`src/rtl/fifo_rd_streamer.sv`:
```
// Read-side stage for the synchronous FIFO: turns its rd_en/data-next-cycle pull
// interface into a valid/ready stream through a 3-entry skid buffer, with burst framing.
module fifo_rd_streamer #(
  parameter int FIFO_WIDTH = 16,
  parameter int BURST_LEN  = 4,
  parameter int CNT_W      = 16
) (
  input  logic                  clk,
  input  logic                  rst,
  input  logic                  en,
  output logic                  fifo_rd_en,
  input  logic [FIFO_WIDTH-1:0] fifo_data_out,
  input  logic                  fifo_empty,
  input  logic                  fifo_underflow,
  output logic                  m_valid,
  input  logic                  m_ready,
  output logic [FIFO_WIDTH-1:0] m_data,
  output logic                  m_last,
  output logic                  busy,
  output logic [CNT_W-1:0]      beat_cnt,
  output logic                  err
);

  localparam int BI_W = (BURST_LEN > 1) ? $clog2(BURST_LEN) : 1;
  localparam logic [BI_W-1:0] BURST_END = BI_W'(BURST_LEN - 1);

  typedef enum logic [1:0] {IDLE, RUN, DRAIN} state_t;

  state_t                state_q, state_d;
  logic [1:0]            occ_q, occ_d;
  logic [1:0]            wr_ptr_q, rd_ptr_q;
  logic                  inflight_q;
  logic [BI_W-1:0]       burst_idx_q;
  logic [CNT_W-1:0]      beat_cnt_q;
  logic                  err_q;
  logic [FIFO_WIDTH-1:0] mem_q [3];

  logic capture, pop, room;

  function automatic logic [1:0] ptr_inc(input logic [1:0] p);
    return (p == 2'd2) ? 2'd0 : p + 2'd1;
  endfunction

  // Room counts reads already in flight, so a capture can never find the buffer full.
  assign room       = ({1'b0, occ_q} + {2'b00, inflight_q}) < 3'd3;
  assign fifo_rd_en = (state_q == RUN) && en && !fifo_empty && room && !rst;
  assign capture    = inflight_q;
  assign m_valid    = (occ_q != 2'd0);
  assign m_data     = mem_q[rd_ptr_q];
  assign pop        = m_valid && m_ready;
  assign m_last     = m_valid && (burst_idx_q == BURST_END);
  assign busy       = (state_q != IDLE);
  assign beat_cnt   = beat_cnt_q;
  assign err        = err_q;

  always_comb begin
    occ_d = occ_q;
    unique case ({capture, pop})
      2'b10:   occ_d = occ_q + 2'd1;
      2'b01:   occ_d = occ_q - 2'd1;
      default: occ_d = occ_q;
    endcase
  end

  always_comb begin
    state_d = state_q;
    unique case (state_q)
      IDLE:    if (en) state_d = RUN;
      RUN:     if (!en) state_d = DRAIN;
      DRAIN: begin
        if (en)                                  state_d = RUN;
        else if (occ_q == 2'd0 && !inflight_q)   state_d = IDLE;
      end
      default: state_d = IDLE;
    endcase
  end

  always_ff @(posedge clk) begin
    if (rst) begin
      state_q     <= IDLE;
      occ_q       <= 2'd0;
      wr_ptr_q    <= 2'd0;
      rd_ptr_q    <= 2'd0;
      inflight_q  <= 1'b0;
      burst_idx_q <= '0;
      beat_cnt_q  <= '0;
      err_q       <= 1'b0;
      for (int i = 0; i < 3; i++) mem_q[i] <= '0;
    end else begin
      state_q    <= state_d;
      occ_q      <= occ_d;
      inflight_q <= fifo_rd_en;
      if (capture) begin
        mem_q[wr_ptr_q] <= fifo_data_out;
        wr_ptr_q        <= ptr_inc(wr_ptr_q);
      end
      if (pop) begin
        rd_ptr_q    <= ptr_inc(rd_ptr_q);
        burst_idx_q <= (burst_idx_q == BURST_END) ? '0 : burst_idx_q + 1'b1;
        beat_cnt_q  <= beat_cnt_q + 1'b1;
      end
      if (fifo_underflow || (capture && occ_q == 2'd3)) err_q <= 1'b1;
    end
  end

endmodule

```
`config.mk`:
```
export PLATFORM = sky130hd
export DESIGN_NAME = fifo_rd_streamer
export DESIGN_NICKNAME = d
export VERILOG_FILES = /design/src/rtl/fifo_rd_streamer.sv
export SDC_FILE = /design/constraint.sdc
export NUM_CORES = 1
export LEC_CHECK = 0
export ABC_AREA = 1
export BUFFER_PORTS_ARGS = -buffer_cell sky130_fd_sc_hd__buf_2
export CELL_PAD_IN_SITES_DETAIL_PLACEMENT = 0
export CELL_PAD_IN_SITES_GLOBAL_PLACEMENT = 1
export CORE_MARGIN = 2
export CORE_UTILIZATION = 30
export DETAILED_ROUTE_END_ITERATION = 8
export GPL_TIMING_DRIVEN = 0
export PLACE_DENSITY = 0.67
export SETUP_SLACK_MARGIN = 0.3
export SLEW_MARGIN = 20
export SYNTH_ARGS = -nofsm -noshare
export SYNTH_HDL_FRONTEND = slang
export SYNTH_SLANG_ARGS = --single-unit
```
`constraint.sdc`:
```
create_clock -name clk -period 3.6 [get_ports clk]
set_input_delay 0.36 -clock clk [delete_from_list [all_inputs] [get_ports clk]]
set_output_delay 0.36 -clock clk [all_outputs]
set_load 0.05 [all_outputs]
```
== Word level (Yosys, flattened, before mapping) ==
Memory sizes are Yosys's and may differ from the RTL's. A register that Yosys moved wholly into a read port is not among the register bits.
Index checks and enable logic that the tools add are counted.
Widths: inputs -> output; s select.

* Output and inout port bits: 37
* RAM bits: 48
* Bits in registers: 28
* Memories kept: 1
* Bits of input ports: 22

* Order comparisons: 1
* Add/sub/neg operators: 7
* Equality and inequality tests: 11
* Reduce and logical (&&, ||, !) cells: 19
* Mux-type cells: 19

{| class="wikitable"
|+ Memories
! name !! depth !! bits a word !! rd ports !! clocked after memory_dff !! wr ports !! RTL line !! text
|-
| mem_q || 3 || 16 || 1 || 1 || 3 || 36 || <nowiki>logic [FIFO_WIDTH-1:0] mem_q [3];</nowiki>
|}

{| class="wikitable"
|+ Operator list
! cell !! number
|-
| $mux 2 || 10
|-
| $add 16x1->16 const B || 1
|-
| $mux 16 || 1
|-
| $reduce_or 16->1 || 1
|-
| $eq 2x2->1 const B || 6
|-
| $add 2x1->2 const B || 4
|-
| $logic_and 1x1->1 || 8
|-
| $mux 1 || 6
|-
| $pmux 2 s3 || 1
|-
| $reduce_bool 2->1 || 3
|-
| $eq 2x1->1 const B || 2
|-
| $logic_not 2->1 || 2
|-
| $ne 2x2->1 const B || 2
|-
| $pmux 2 s2 || 1
|-
| $add 2x1->3 || 1
|-
| $logic_not 1->1 || 3
|-
| $lt 3x2->1 const B || 1
|-
| $ne 3x3->1 const B || 1
|-
| $reduce_and 3->1 || 1
|-
| $sub 2x1->2 const B || 1
|-
| $logic_or 1x1->1 || 1
|}

== Logic depth before layout (Yosys ltp) ==
Gate-level depths: netlist (run 1).

* Depth in word-level cells: 5
* Gate-level depth with buffers: 8
* Gate-level depth less buffers: 7

== Least setup slack after synthesis (run 1) ==
OpenSTA, ideal clock, no wires.

* Path kind: register to output
* Start: register occ_q[0]
* End: output fifo_rd_en
* Slack: 0.847 ns
* Stages on the path, launching flop included: 6
* Path buffers: 0
* Data arrival time: 2.393 ns
* Path through: dfxtp_1 ha_1 ha_1 nand2_1 nand3b_1 nor4_1

* Word-level cells in the longest chain between the ends: 4

{| class="wikitable"
|+ Ends and longest elaborated chain
! item !! RTL line !! text
|-
| start: declaration || 30 || <nowiki>logic [1:0] occ_q, occ_d;</nowiki>
|-
| start signal: assignment || 81 || <nowiki>occ_q <= 2'd0;</nowiki>
|-
| start signal: assignment || 91 || <nowiki>occ_q <= occ_d;</nowiki>
|-
| $add 2x1->3 || 45 || <nowiki>assign room = ({1'b0, occ_q} + {2'b00, inflight_q}) < 3'd3;</nowiki>
|-
| $lt 3x2->1 || 45 ||
|-
| $logic_and 1x1->1 (2 in series) || 46 || <nowiki>assign fifo_rd_en = (state_q == RUN) && en && !fifo_empty && room && !rst;</nowiki>
|-
| end: declaration || 11 || <nowiki>output logic fifo_rd_en,</nowiki>
|}

Every way passes these cells.

==> flow_summary.json, run 1 <==
{
  "outcome": "finished, final reports clean",
  "synth_area_leaders": "edfxtp_1 (47%), dfxtp_1 (15%), nor2_1 (9.7%), o21ai_0 (5.3%), inv_1 (3.4%)",
  "ys.flop_type": "edfxtp_1",
  "die-area_um2": 14500,
  "crit_chain": "inv_1 > clkbuf_1 > o21ai_0 > o22ai_1 > buf_2",
  "reg2reg_slack_ns": 1.51,
  "clock_sinks": 94,
  "required_ns": 3.24,
  "seq_area_frac_synth": 0.620,
  "grt_overflow_total": 0,
  "syn_inst": 402,
  "worst_slew_margin_rel": 0.460,
  "clock_skew_ns": 0.00614,
  "place_ws_ns": 1.45,
  "die_y_um": 120,
  "synth-edff-count": 64,
  "hpwl_um": 6340,
  "clk-insertion-delay-late_ns": 0.35,
  "synthArstFlopShare": 0,
  "reg2reg_depth": 5,
  "fin_crit_ns": 2.34,
  "fin_util": 0.369,
  "cts_setup_buffers": 0,
  "firstDrtPassIters": 5,
  "fmax_ghz": 0.428,
  "yosysTopAreaCell": "edfxtp_1",
  "ios": 59,
  "grt_max_degree": 17,
  "synth_cell_types": 34,
  "drtIter0Drc": 143,
  "gp_congestion": 0.771,
  "yosysMostFrequentCell": "nor2_1",
  "top_usage_layer": "met2",
  "slowest_delay_ns": 0.39,
  "fillers": 1378,
  "use_met1": 0.173,
  "core_um2": 13200,
  "arrival_ns": 1.98,
  "period_share": 0.650,
  "regArea_um2": 2520,
  "cts.htree.levels": 3,
  "worstSetupPathType": "register to output port",
  "placedCellCount": 639,
  "cts.repair.resized": 0,
  "cp.depth": 5,
  "hold_buffers": 0,
  "postRouteAntennaNets": 0,
  "num_antenna_cells": 0,
  "yosysWarnings": 0,
  "p_leak_uw": 0.00198,
  "final_net_count": 501,
  "worst_pin_slew_ns": 0.808,
  "start_util": 0.307,
  "crit_buf_inv": 3,
  "synth.top_cell.area_share": 0.473,
  "grt_pass1_vias": 2827,
  "drt-total-wl_um": 9180,
  "drc": 0,
  "ir_drop_mv": 0.173,
  "antenna_found_initial": 0,
  "vias_per_cell": 4.56,
  "syn_avg_cell_area_um2": 10.1,
  "cts_max_path_buffers": 2,
  "final_area_um2": 4880,
  "synth_seq_cells": 94,
  "layoutNonFillerInstCount": 654,
  "cts_tree": "built",
  "hold_depth": 2,
  "timing.final.ws_setup_ns": 1.26,
  "maxCapViolCount": 0,
  "grt_setup_unrepaired": "false",
  "grt_first_pass_wirelength_um": 15000,
  "use_met2": 0.226,
  "synth_common_cells": "nor2_1 (105), edfxtp_1 (64), o21ai_0 (43)",
  "setup_violations": 0,
  "p_per_area_nw_per_um2": 478,
  "dpl_cell_area_um2": 4600,
  "syn-num-nets": 429,
  "clk_pin_slew_ns": 0.06,
  "cts_buffers": 9,
  "crit_fanout": 10,
  "min_path_type": "primary input to register",
  "critPathSlowestCell": "dfxtp_1",
  "drive_gt1_frac": 0.213,
  "drv_slew": 0,
  "multi_input_area_um2": 1310,
  "area_delta_synth_final_pct": 20.2,
  "wl_per_cell_um": 14.0,
  "crit_family": "buffers and inverters",
  "io_buffers": 58,
  "cts_root_buf": "clkbuf_16",
  "end_kind": "output port",
  "die_w_um": 120,
  "cp-start-kind": "register",
  "syn_area_um2": 4070,
  "fin_setup_tns_ns": 0,
  "track_usage": 0.137,
  "grt_util_met3": 0.0344,
  "hold_violations": 0,
  "rows": 42,
  "vias": 2981
}
worst register-to-register path: stages, from the launching register on:
cell and delay [ns]:
dfxtp_1 0.44, inv_2 0.10, nor2_4 0.20, nand3_4 0.18
buf_6 0.20, nand2_1 0.60
routing by layer:
metal / wire length, um / vias to the layer above
met1: 3990 / 1361
li1: - / 1520
met4: 141 / 0
met5: 0 / -
met3: 560 / 13
met2: 4490 / 87
report_power, final:
| part | switching (uW) | internal [uW] | leakage (uW) | total (uW) |
|---|---|---|---|---|
| registers | 11.6 | 1180 | 0.000882 | 1190 |
| clock network | 399 | 533 | 0.000135 | 932 |
| logic | 166 | 50.6 | 0.000963 | 217 |
stage by stage:
| step | hold WS, ns | power [uW] |
|---|---|---|
| after floorplan | 0.437 | 1360 |
| after CTS | 0.178 | 2360 |
| final | 0.191 | 2340 |
| after global routing | 0.189 | 2430 |
| after global placement | 0.456 | 1430 |
| after detailed placement | 0.466 | 1430 |
sequential cells by signal, summed over array words and instances (netlist names), named ones only:
signal / count
err: 1
rd_ptr_q: 2
state_q: 2
wr_ptr_q: 2
beat_cnt: 16
capture: 1
occ_q: 2
mem_q: 64
burst_idx_q: 2
path summary, 6_finish.rpt:
kind                                         startpoint                        end
worst min register to register  state_q[1]$_SDFFE_PP0P_    state_q[0]$_SDFFE_PP0P_
worst max register to register       capture$_SDFF_PP0_  mem_q[0][5]$_SDFFCE_PN0P_
worst min-delay path                         fifo_empty         capture$_SDFF_PP0_
worst max-delay path                           register                 m_data[14]
kinds of logic after synthesis:
group / count (synthesis) / share of synthesized area
adder cells (fa/ha/maj): 5 / 0.0154
flip-flops: 94 / 0.620
buffers and inverters: 55 / 0.0582
XOR/XNOR: 2 / 0.00431
AO/OA/AOI/OAI: 81 / 0.111
AND/OR/NAND/NOR: 165 / 0.191
cell type report:
cell class                 count  share of cell area
sequential                    94               0.516
buffer                        15              0.0177
clock inverter                 6              0.0128
tap                          176              0.0451
timing repair buffer          61              0.0625
clock buffer                   9              0.0461
inverter                      40              0.0307
multi-input combinational    253               0.269
placed cells by master, fill, tap and decap left out, drive strengths merged:
master	instances
nor2	112
a311oi	1
dfxtp	30
bufinv	1
nor3	1
ha	5
nand3b	1
edfxtp	64
buf	68
o22ai	16
nor3b	1
a21oi	13
o211a	2
o21ai	45
nor4	4
xor2	2
inv	41
clkinvlp	2
a31oi	1
nand3	13
clkinv	2
and2	1
clkbuf	17
nand2	29
o31ai	2
nand4	3
a211oi	1
No activity file was read; power rests on OpenSTA's default activity.
==> inputs of run 2 (changes only) <==
--- a/config.mk
+++ b/config.mk
@@ -13,7 +13,7 @@
 export CORE_UTILIZATION = 30
 export DETAILED_ROUTE_END_ITERATION = 8
 export GPL_TIMING_DRIVEN = 0
-export PLACE_DENSITY = 0.67
+export PLACE_DENSITY = 0.7
 export SETUP_SLACK_MARGIN = 0.3
 export SLEW_MARGIN = 20
 export SYNTH_ARGS = -nofsm -noshare
==> constraint.sdc (replaced) <==
create_clock -name clk -period 1.88 [get_ports clk]
set_input_delay 0.188 -clock clk [delete_from_list [all_inputs] [get_ports clk]]
set_output_delay 0.188 -clock clk [all_outputs]
set_load 0.05 [all_outputs]
==> run 2 against run 1 <==
Effect of this change: final cell count increased by 4.4%; clock power increased by 110%; wire length increased by 13%; die area unchanged; combinational power increased to 2.9 times the previous value; clock-buffer cell count unchanged; non-clock buffer count increased by 27; clock skew decreased by 0.00056 ns; total power increased by 110%; worst hold slack got worse by 0.17 ns; global-route usage increased by 0.46 points; via count increased by 7.0%.
==> flow_summary.json, run 2 (synthesis gave the netlist of run 1 again) <==
{
  "drt-total-wl_um": 10300,
  "grt_first_pass_wirelength_um": 15800,
  "postRouteAntennaNets": 0,
  "wl_per_cell_um": 15.1,
  "io_buffers": 58,
  "min_path_type": "primary input to register",
  "grt_setup_unrepaired": "true",
  "clock_skew_ns": 0.00557,
  "cts_buffers": 9,
  "fillers": 1258,
  "worstSetupPathType": "register to output port",
  "slowest_delay_ns": 0.36,
  "cts_root_buf": "clkbuf_16",
  "setup_violations": 0,
  "end_kind": "output port",
  "place_ws_ns": -0.00774,
  "crit_chain": "ha_4 > ha_4 > nand2_2 > nand3b_1 > nor4_4 > buf_6",
  "required_ns": 1.69,
  "cp-start-kind": "register",
  "ir_drop_mv": 0.437,
  "final_net_count": 529,
  "num_antenna_cells": 0,
  "crit_family": "flip-flops",
  "vias_per_cell": 4.67,
  "die_w_um": 120,
  "p_per_area_nw_per_um2": 822,
  "timing.final.ws_setup_ns": 0.0859,
  "cts.htree.levels": 3,
  "drive_gt1_frac": 0.412,
  "start_util": 0.307,
  "vias": 3190,
  "firstDrtPassIters": 4,
  "clock_sinks": 94,
  "arrival_ns": 1.61,
  "largest_reg_flops": 64,
  "critPathSlowestCell": "dfxtp_4",
  "largest-register": "mem_q",
  "period_share": 0.954,
  "crit_top_cell": "ha_4",
  "area_delta_synth_final_pct": 45.6,
  "cts_tree": "built",
  "hold_ws_ns": 0.0214,
  "p_leak_uw": 0.00234,
  "reg2reg_slack_ns": 0.35,
  "fmax_ghz": 0.557,
  "maxCapViolCount": 0,
  "grt_pass1_vias": 3218,
  "final_cell_mix": "nor2_1 (84), edfxtp_1 (64), buf_2 (43), inv_1 (35), buf_6 (29)",
  "ios": 59,
  "crit_buf_inv": 1,
  "worst_pin_slew_ns": 0.491,
  "fin_crit_ns": 1.79,
  "die-area_um2": 14500,
  "rr_endpoint": "mem_q[0][8]$_SDFFCE_PN0P_",
  "drtIter0Drc": 182,
  "hold_buffers": 0,
  "rows": 42,
  "final_common_cell": "nor2_1",
  "cp.depth": 6,
  "crit_fanout": 4,
  "grt_overflow_total": 0,
  "hpwl_um": 6560,
  "crit_path_start": "capture$_SDFF_PP0_",
  "core_um2": 13200,
  "cts_max_path_buffers": 2,
  "drc": 0,
  "crit_end": "fifo_rd_en",
  "drv_slew": 0,
  "grt_max_degree": 17,
  "antenna_found_initial": 0,
  "hold_violations": 0,
  "r2r-start": "capture$_SDFF_PP0_",
  "gp_congestion": 0.773,
  "track_usage": 0.142,
  "worst_slew_margin_rel": 0.672,
  "clk_pin_slew_ns": 0.06,
  "clk-insertion-delay-late_ns": 0.34,
  "outcome": "finished, final reports clean",
  "reg2reg_depth": 7,
  "die_y_um": 120
}
[run 2: what timing repair did]
item	4_1_cts	5_1_grt
gates resized for setup	121	71
hold endpoints to repair	0	0
pin swaps	4	22
gates cloned	2	4
endpoints found under the setup margin	82	67
setup buffers	11	13
[run 2: power by group]
part           switching (uW)  internal, uW
combinational             383           238
clock                     798          1170
sequential               29.7          2250
total                    1210          3660
[run 2: layout make-up]
class	instances	area (um2)	area share
Sequential cell	94	2540	0.429
Multi-Input combinational cell	254	1750	0.296
Timing Repair Buffer	88	698	0.118
Buffer	15	226	0.0383
Clock buffer	9	225	0.0381
Tap cell	176	220	0.0372
Inverter	40	160	0.0271
Clock inverter	7	93.8	0.0159
[run 2: per-layer routing]
layer  track usage  share of wire  wire length (um)
met3        0.0344          0.038               398
met5             0              0                 0
met1         0.166           0.43              4450
met4        0.0494          0.014               143
met2         0.252           0.52              5340
[run 2: worst min-delay path by stage]
stage	startpoint	end	slack [ns]	cells past startpoint
after global placement	en	state_q[1]$_SDFFE_PP0P_	0.37	2
after detailed placement	en	state_q[1]$_SDFFE_PP0P_	0.38	2
after CTS	en	state_q[1]$_SDFFE_PP0P_	0.01	2
after global routing	fifo_data_out[3]	mem_q[3][3]$_DFFE_PP_	0.02	1
after floorplan	en	state_q[1]$_SDFFE_PP0P_	0.26	1
final	en	state_q[1]$_SDFFE_PP0P_	0.02	2
[run 2: through the flow]
stage / area (um2) / setup TNS, ns / power [uW] / utilization / std cells
3_5_place_dp: 4730 / -0.113 / 2770 / 0.357 / 637
3_3_place_gp: 4720 / -2.96 / 2760 / 0.356 / 636
2_1_floorplan: 4210 / 0 / 2640 / - / 402
4_1_cts: 5550 / 0 / 4860 / 0.419 / 666
5_1_grt: 5920 / -0.00370 / 5000 / 0.447 / 683
6_report: 5920 / 0 / 4870 / 0.447 / 683
